**config.mk**
```make
export PLATFORM = sky130hd
export DESIGN_NAME = pipe_stage_skid
export DESIGN_NICKNAME = d
export VERILOG_FILES = /design/src/rtl/pipe_stage_skid_pkg.sv /design/src/rtl/pipe_stage_skid_slot.sv /design/src/rtl/pipe_stage_skid.sv
export SDC_FILE = /design/constraint.sdc
export NUM_CORES = 1
export LEC_CHECK = 0
export BUFFER_PORTS_ARGS = -buffer_cell sky130_fd_sc_hd__buf_2
export CAP_MARGIN = 0
export CORE_ASPECT_RATIO = 1.75
export CORE_MARGIN = 4
export CORE_UTILIZATION = 35
export CTS_CLUSTER_SIZE = 30
export DETAILED_ROUTE_END_ITERATION = 16
export PLACE_DENSITY = 0.63
export SLEW_MARGIN = 30
export SYNTH_ARGS = -nofsm -noshare
export SYNTH_HDL_FRONTEND = slang
export SYNTH_HIERARCHICAL = 1
export SYNTH_SLANG_ARGS = --single-unit
```
**constraint.sdc**
```tcl
create_clock -name clk -period 5.9 [get_ports clk]
set_input_delay 0.59 -clock clk [delete_from_list [all_inputs] [get_ports clk]]
set_output_delay 0.59 -clock clk [all_outputs]
set_load 0.01 [all_outputs]
```
**src/rtl/pipe_stage_skid_pkg.sv**
```systemverilog
// rtl/pipe_stage_skid_pkg.sv - shared constants, state encoding and helpers for pipe_stage_skid
package pipe_stage_skid_pkg;

    localparam logic [31:0] NOP = 32'h00000013;

    typedef enum logic [1:0] {
        ST_EMPTY = 2'd0,
        ST_ONE   = 2'd1,
        ST_TWO   = 2'd2
    } state_e;

    function automatic logic [31:0] sat_inc(input logic [31:0] v);
        return (v == 32'hFFFF_FFFF) ? v : v + 32'd1;
    endfunction

endpackage

```
**src/rtl/pipe_stage_skid_slot.sv**
```systemverilog
// rtl/pipe_stage_skid_slot.sv - stage_slot: one {valid, pc, data} holding register with load and clear
module stage_slot #(
    parameter int                DATA_W   = 32,
    parameter int                PC_W     = 32,
    parameter logic [DATA_W-1:0] RST_DATA = '0,
    parameter logic [PC_W-1:0]   RST_PC   = '0
) (
    input  logic              clk,
    input  logic              rst_n,
    input  logic              load_i,
    input  logic              clear_i,
    input  logic [DATA_W-1:0] data_i,
    input  logic [PC_W-1:0]   pc_i,
    output logic              valid_o,
    output logic [DATA_W-1:0] data_o,
    output logic [PC_W-1:0]   pc_o
);

    logic              valid_q;
    logic [DATA_W-1:0] data_q;
    logic [PC_W-1:0]   pc_q;

    always_ff @(posedge clk or negedge rst_n) begin
        if (!rst_n) begin
            valid_q <= 1'b0;
            data_q  <= RST_DATA;
            pc_q    <= RST_PC;
        end else if (clear_i) begin
            // Payload is left alone; only the valid bit matters once cleared.
            valid_q <= 1'b0;
        end else if (load_i) begin
            valid_q <= 1'b1;
            data_q  <= data_i;
            pc_q    <= pc_i;
        end
    end

    assign valid_o = valid_q;
    assign data_o  = data_q;
    assign pc_o    = pc_q;

endmodule

```
**src/rtl/pipe_stage_skid.sv**
```systemverilog
// rtl/pipe_stage_skid.sv - 2-entry skid pipeline register with flush and bubbles; PIPE_STAGE_PERF_EN adds counters
module pipe_stage_skid
    import pipe_stage_skid_pkg::*;
#(
    parameter int                DATA_W = 32,
    parameter int                PC_W   = 32,
    parameter logic [DATA_W-1:0] BUBBLE = DATA_W'(NOP),
    parameter logic [PC_W-1:0]   PC_RST = '0
) (
    input  logic              clk,
    input  logic              rst,
    input  logic              flush,
    input  logic              in_valid,
    output logic              in_ready,
    input  logic [DATA_W-1:0] in_data,
    input  logic [PC_W-1:0]   in_pc,
    output logic              out_valid,
    input  logic              out_ready,
    output logic [DATA_W-1:0] out_data,
    output logic [PC_W-1:0]   out_pc,
    output logic [31:0]       stall_cnt,
    output logic [31:0]       bubble_cnt
);

    state_e state_q;

    logic              main_valid, skid_valid;
    logic [DATA_W-1:0] main_data, skid_data;
    logic [PC_W-1:0]   main_pc, skid_pc;

    logic              accept, drain;
    logic              main_load, main_from_skid, main_clr;
    logic              skid_load, skid_clr;
    logic [DATA_W-1:0] main_din;
    logic [PC_W-1:0]   main_pin;

    // in_ready depends only on the SKID valid flop, never on out_ready.
    assign in_ready = !skid_valid;
    assign accept   = in_valid & in_ready;
    assign drain    = main_valid & out_ready;

    always_comb begin
        main_load      = 1'b0;
        main_from_skid = 1'b0;
        main_clr       = 1'b0;
        skid_load      = 1'b0;
        skid_clr       = 1'b0;
        if (flush) begin
            main_clr = 1'b1;
            skid_clr = 1'b1;
        end else begin
            case (state_q)
                ST_EMPTY: main_load = accept;
                ST_ONE: begin
                    if (accept && drain)  main_load = 1'b1;
                    else if (accept)      skid_load = 1'b1;
                    else if (drain)       main_clr  = 1'b1;
                end
                ST_TWO: begin
                    if (drain) begin
                        main_load      = 1'b1;
                        main_from_skid = 1'b1;
                        skid_clr       = 1'b1;
                    end
                end
                default: begin
                    main_clr = 1'b1;
                    skid_clr = 1'b1;
                end
            endcase
        end
    end

    assign main_din = main_from_skid ? skid_data : in_data;
    assign main_pin = main_from_skid ? skid_pc   : in_pc;

    always_ff @(posedge clk or negedge rst) begin
        if (!rst) begin
            state_q <= ST_EMPTY;
        end else if (flush) begin
            state_q <= ST_EMPTY;
        end else begin
            case (state_q)
                ST_EMPTY: if (accept) state_q <= ST_ONE;
                ST_ONE: begin
                    if (accept && !drain)      state_q <= ST_TWO;
                    else if (!accept && drain) state_q <= ST_EMPTY;
                end
                ST_TWO:   if (drain) state_q <= ST_ONE;
                default:  state_q <= ST_EMPTY;
            endcase
        end
    end

    stage_slot #(
        .DATA_W  (DATA_W),
        .PC_W    (PC_W),
        .RST_DATA(BUBBLE),
        .RST_PC  (PC_RST)
    ) u_main (
        .clk    (clk),
        .rst_n  (rst),
        .load_i (main_load),
        .clear_i(main_clr),
        .data_i (main_din),
        .pc_i   (main_pin),
        .valid_o(main_valid),
        .data_o (main_data),
        .pc_o   (main_pc)
    );

    stage_slot #(
        .DATA_W  (DATA_W),
        .PC_W    (PC_W),
        .RST_DATA(BUBBLE),
        .RST_PC  (PC_RST)
    ) u_skid (
        .clk    (clk),
        .rst_n  (rst),
        .load_i (skid_load),
        .clear_i(skid_clr),
        .data_i (in_data),
        .pc_i   (in_pc),
        .valid_o(skid_valid),
        .data_o (skid_data),
        .pc_o   (skid_pc)
    );

    // Downstream sees a NOP whenever the stage is empty, as the legacy register did.
    assign out_valid = main_valid;
    assign out_data  = main_valid ? main_data : BUBBLE;
    assign out_pc    = main_valid ? main_pc   : PC_RST;

`ifdef PIPE_STAGE_PERF_EN
    logic [31:0] stall_cnt_q, bubble_cnt_q;

    always_ff @(posedge clk or negedge rst) begin
        if (!rst) begin
            stall_cnt_q  <= '0;
            bubble_cnt_q <= '0;
        end else begin
            if (main_valid && !out_ready) stall_cnt_q  <= sat_inc(stall_cnt_q);
            if (!main_valid)              bubble_cnt_q <= sat_inc(bubble_cnt_q);
        end
    end

    assign stall_cnt  = stall_cnt_q;
    assign bubble_cnt = bubble_cnt_q;
`else
    assign stall_cnt  = 32'd0;
    assign bubble_cnt = 32'd0;
`endif

endmodule

```
==> run summary <==
CLOCK NETWORK
----------------------------------------------------------------------------------------------------
TritonCTS Buffers                                                                                 17
Num Clock Sinks                                                                                  132
Number of cells upsized or downsized after cts                                                     0
Buffer count from post-CTS setup fixing                                                            0
Clock Tree Buf Depth                                                                               2
Later-pin clock latency in the skew report                                                   0.42 ns
Root Driver                                                                             sky130_fd_sc_hd__clkbuf_16
Count of H-tree levels built during CTS                                                            4
Quantity of hold-fixing buffers added after cts                                                    0
Clock tree from TritonCTS                                                                        yes
Clock-pin slew reported for the worst setup and hold paths after clock tree synthesis        0.06 ns

WORST SETUP PATH
----------------------------------------------------------------------------------------------------
Startpoint kind of the worst setup timing path                                              register
Reg-to-reg startpoint                                                                   u_main/valid_o
Arrival @ worst endpoint                                                                     3.12 ns
Kind of capture point of the worst setup path                                               register
Reg-to-reg setup timing slack                                                                3.08 ns
WP data required                                                                             6.21 ns
Endpoint of the most critical register-to-register path                                 u_main/data_o[31]
Worst setup path category                                                               register to register
Worst-path maximum fanout                                                                         30
R2R depth                                                                                          6

SYNTH
----------------------------------------------------------------------------------------------------
Top post-synthesis cells by area                                                        sky130_fd_sc_hd__dfrtp_1 (42%), sky130_fd_sc_hd__mux2_4 (26%), sky130_fd_sc_hd__mux2_2 (8.6%)
Mapped cell area                                                                        0.007447 sq mm
Synthesis Warnings                                                                                 6
Sequential cell area fraction in the yosys report                                             44.46%
Number of enable-type register cells in the synthesized netlist                                    0
Share of Yosys cell area claimed by the top area cell type                                    42.34%
Most used flip-flop cell after synthesis                                                sky130_fd_sc_hd__dfrtp_1
Number of register bits inferred by synthesis                                                    132
Synthesized instance count                                                                       508
Cell accounting for the most synthesized area                                           sky130_fd_sc_hd__dfrtp_1
Avg Cell Area, Syn                                                                       14.66 sq um
Async set-reset flop share out of synthesis                                                   100.0%
Cell variety after synth                                                                          28

FLOORPLANNING
----------------------------------------------------------------------------------------------------
Num ports                                                                                        199
Die Height                                                                                  201.0 um
Core area                                                                               0.02093 sq mm
Number of cell rows                                                                               70
Area of the die                                                                         0.02377 sq mm
Initial core utilization                                                                      35.58%
Horiz. Die Dim                                                                              118.3 um

TIMING
----------------------------------------------------------------------------------------------------
Summed negative setup slack over all endpoints                                                  0 ns
Final count of negative-setup-slack endpoints                                                      0
Number of hold violations in the final report                                                      0
Min cycle time layout                                                                       2.817 ns
Setup repair after global routing missed its margin                                               no
Final Max Tran Viols                                                                               0
Headroom to the max-slew limit                                                                46.49%
Highest attainable clock frequency                                                         355.0 MHz
Worst-Margin Slew                                                                          0.8026 ns
Fin crit share                                                                                47.74%
Final worst clock skew                                                                   0.008606 ns

GRT
----------------------------------------------------------------------------------------------------
Largest net degree at the start of global routing                                                 72
First-pass GRT wire length                                                                  23930 um
Total GRT Usage                                                                               12.95%
Total congestion overflow                                                                          0
Number of antenna violations at the first check in global routing                                  0
Number of global-route vias before repair                                                       4434

OUTCOME
----------------------------------------------------------------------------------------------------
Status                                                                                  complete, no violations

FINISH
----------------------------------------------------------------------------------------------------
Final non-filler cell area                                                              0.008574 sq mm
NumNets Final                                                                                    711
P&R area growth vs syn                                                                        15.14%
Total inserted antenna cells                                                                       0
Share of cells above drive strength 1                                                         56.95%
# fillers                                                                                       1984

ROUTING
----------------------------------------------------------------------------------------------------
Starting DRT DRC Count                                                                           117
Per-cell via count in the routed design                                                        4.444
Count of vias placed by the detailed router                                                     4031
Final routed wire length divided by cell count                                              16.36 um
DRC Markers                                                                                        0
Final Routed Wirelength                                                                     14830 um
Post-route ant nets                                                                                0
Length of the first detailed-routing pass in iterations                                            3

PWR
----------------------------------------------------------------------------------------------------
Part of the total power dissipated in sequential elements                                      41.9%
IR Drop Worst-Case VDD                                                                     0.1721 mV
Cell Pwr Density                                                                        377.1 mW/mm^2
Leakage                                                                                     4.185 nW
Switching fraction of total power                                                             23.88%
Switching Power                                                                            0.7720 mW
Clock network fraction of total power                                                          37.5%
Internal power                                                                              2.461 mW
Logic pwr share                                                                                20.6%

PLACED DESIGN
----------------------------------------------------------------------------------------------------
Post-detailed-placement half-perimeter wirelength                                            9662 um
Routability congestion estimate                                                               0.7236
Post-Place Cell Area                                                                    0.007883 sq mm
Number of I/O port buffers                                                                       134

JOB
----------------------------------------------------------------------------------------------------
Max-cap violation count                                                                            0

HOLD PATH
----------------------------------------------------------------------------------------------------
Class of the most critical hold timing path                                             primary input to async pin

==> sequential cells by signal, summed over array words and instances (netlist names) <==
name	count
state_q	2
u_main/data_o	32
u_main/pc_o	32
u_main/valid_o	1
u_skid/data_o	32
u_skid/pc_o	32
u_skid/valid_o	1
==> critical path: stages, from the launching register on <==
cell                       delay [ns]
sky130_fd_sc_hd__dfrtp_2         0.68
sky130_fd_sc_hd__nand4b_4        0.21
sky130_fd_sc_hd__a21boi_0        0.17
sky130_fd_sc_hd__a21oi_1         0.21
sky130_fd_sc_hd__nor2b_4         0.62
sky130_fd_sc_hd__buf_4           0.42
sky130_fd_sc_hd__mux2_2          0.37
==> cell usage after synthesis, drive strengths merged (2+ instances only) <==
library cell	count
inv	2
and2	62
o21ai	2
nor2	5
mux2	192
dfrtp	126
nand2	3
clkbuf	7
buf	84
nand2b	5
dfstp	6
nor2b	2
a21oi	3
==> worst max-delay path by stage <==
stage | start | endpoint | slack [ns] | cells after the start
global placement | in_valid | u_main/data_o[30] | 2.70 | 7
global route | u_main/valid_o | u_main/data_o[31] | 2.83 | 6
floorplan | in_valid | u_main/data_o[10] | 3.83 | 7
CTS | u_main/valid_o | u_main/data_o[23] | 2.93 | 5
finish | u_main/valid_o | u_main/data_o[31] | 3.08 | 6
detailed placement | in_valid | u_main/data_o[30] | 2.93 | 7
==> power by group through the flow <==
stage / logic, mW / registers, mW / clock network [mW]
6_report: 0.666 / 1.36 / 1.21
5_1_grt: 0.720 / 1.40 / 1.28
4_1_cts: 0.676 / 1.36 / 1.25
3_5_place_dp: 0.674 / 1.36 / 0
3_3_place_gp: 0.657 / 1.36 / 0
2_1_floorplan: 0.581 / 1.31 / 0
==> per-layer routing <==
layer | routed length (um) | vias to the layer above | part of all wire (%) | global-route usage, %
met5 | 0 | - | 0 | 0
met1 | 6073 | 2021 | 41 | 14.45
met2 | 7709 | 126 | 52 | 22.94
met3 | 744 | 16 | 5.0 | 3.383
met4 | 306 | 0 | 2.1 | 5.828
li1 | - | 1868 | - | -
==> cells in the final DEF, fill, tap and decap left out, drive strengths merged, types with 2 or more instances in the layout <==
master and n:
mux2 192, buf 143, dfrtp 126, conb 64
and2 62, clkbuf 18, bufinv 6, dfstp 6
clkinv 6, nand2b 5, nor2 5, a21oi 3
nand2 3, inv 2, o21ai 2, clkinvlp 2
nor2b 2
==> per-stage QoR <==
stage / hold slack [ns] / utilization (%) / total power [mW] / setup slack (ns) / std cells
finish: 0.1726 / 40.96 / 3.233 / 3.083 / 907
global route: 0.2176 / 40.96 / 3.397 / 2.833 / 907
CTS: 0.1813 / 40.87 / 3.285 / 2.928 / 906
detailed placement: 0.4854 / 37.66 / 2.035 / 2.933 / 874
global placement: 0.4831 / 37.53 / 2.017 / 2.703 / 873
floorplan: 0.2944 / - / 1.895 / 3.827 / 571
==> cells by family after synthesis <==
logic type	share of synthesized area [%]
mux	35.58
flops	44.46
buf+inv	12.01
simple gates	7.174
compound gates	0.7226
other cells	0.05035
==> layout make-up <==
type | count | area (sq um) | share of cell area [%]
well taps | 252 | 315.3 | 3.677
inverters | 2 | 7.507 | 0.08755
clock buffers | 18 | 439.2 | 5.122
flip-flops and latches | 132 | 3312 | 38.63
multi-input cells | 346 | 3478 | 40.57
repair buffers | 143 | 789.5 | 9.208
clock inverters | 14 | 232.7 | 2.714
No activity file was read; power rests on OpenSTA's default activity.
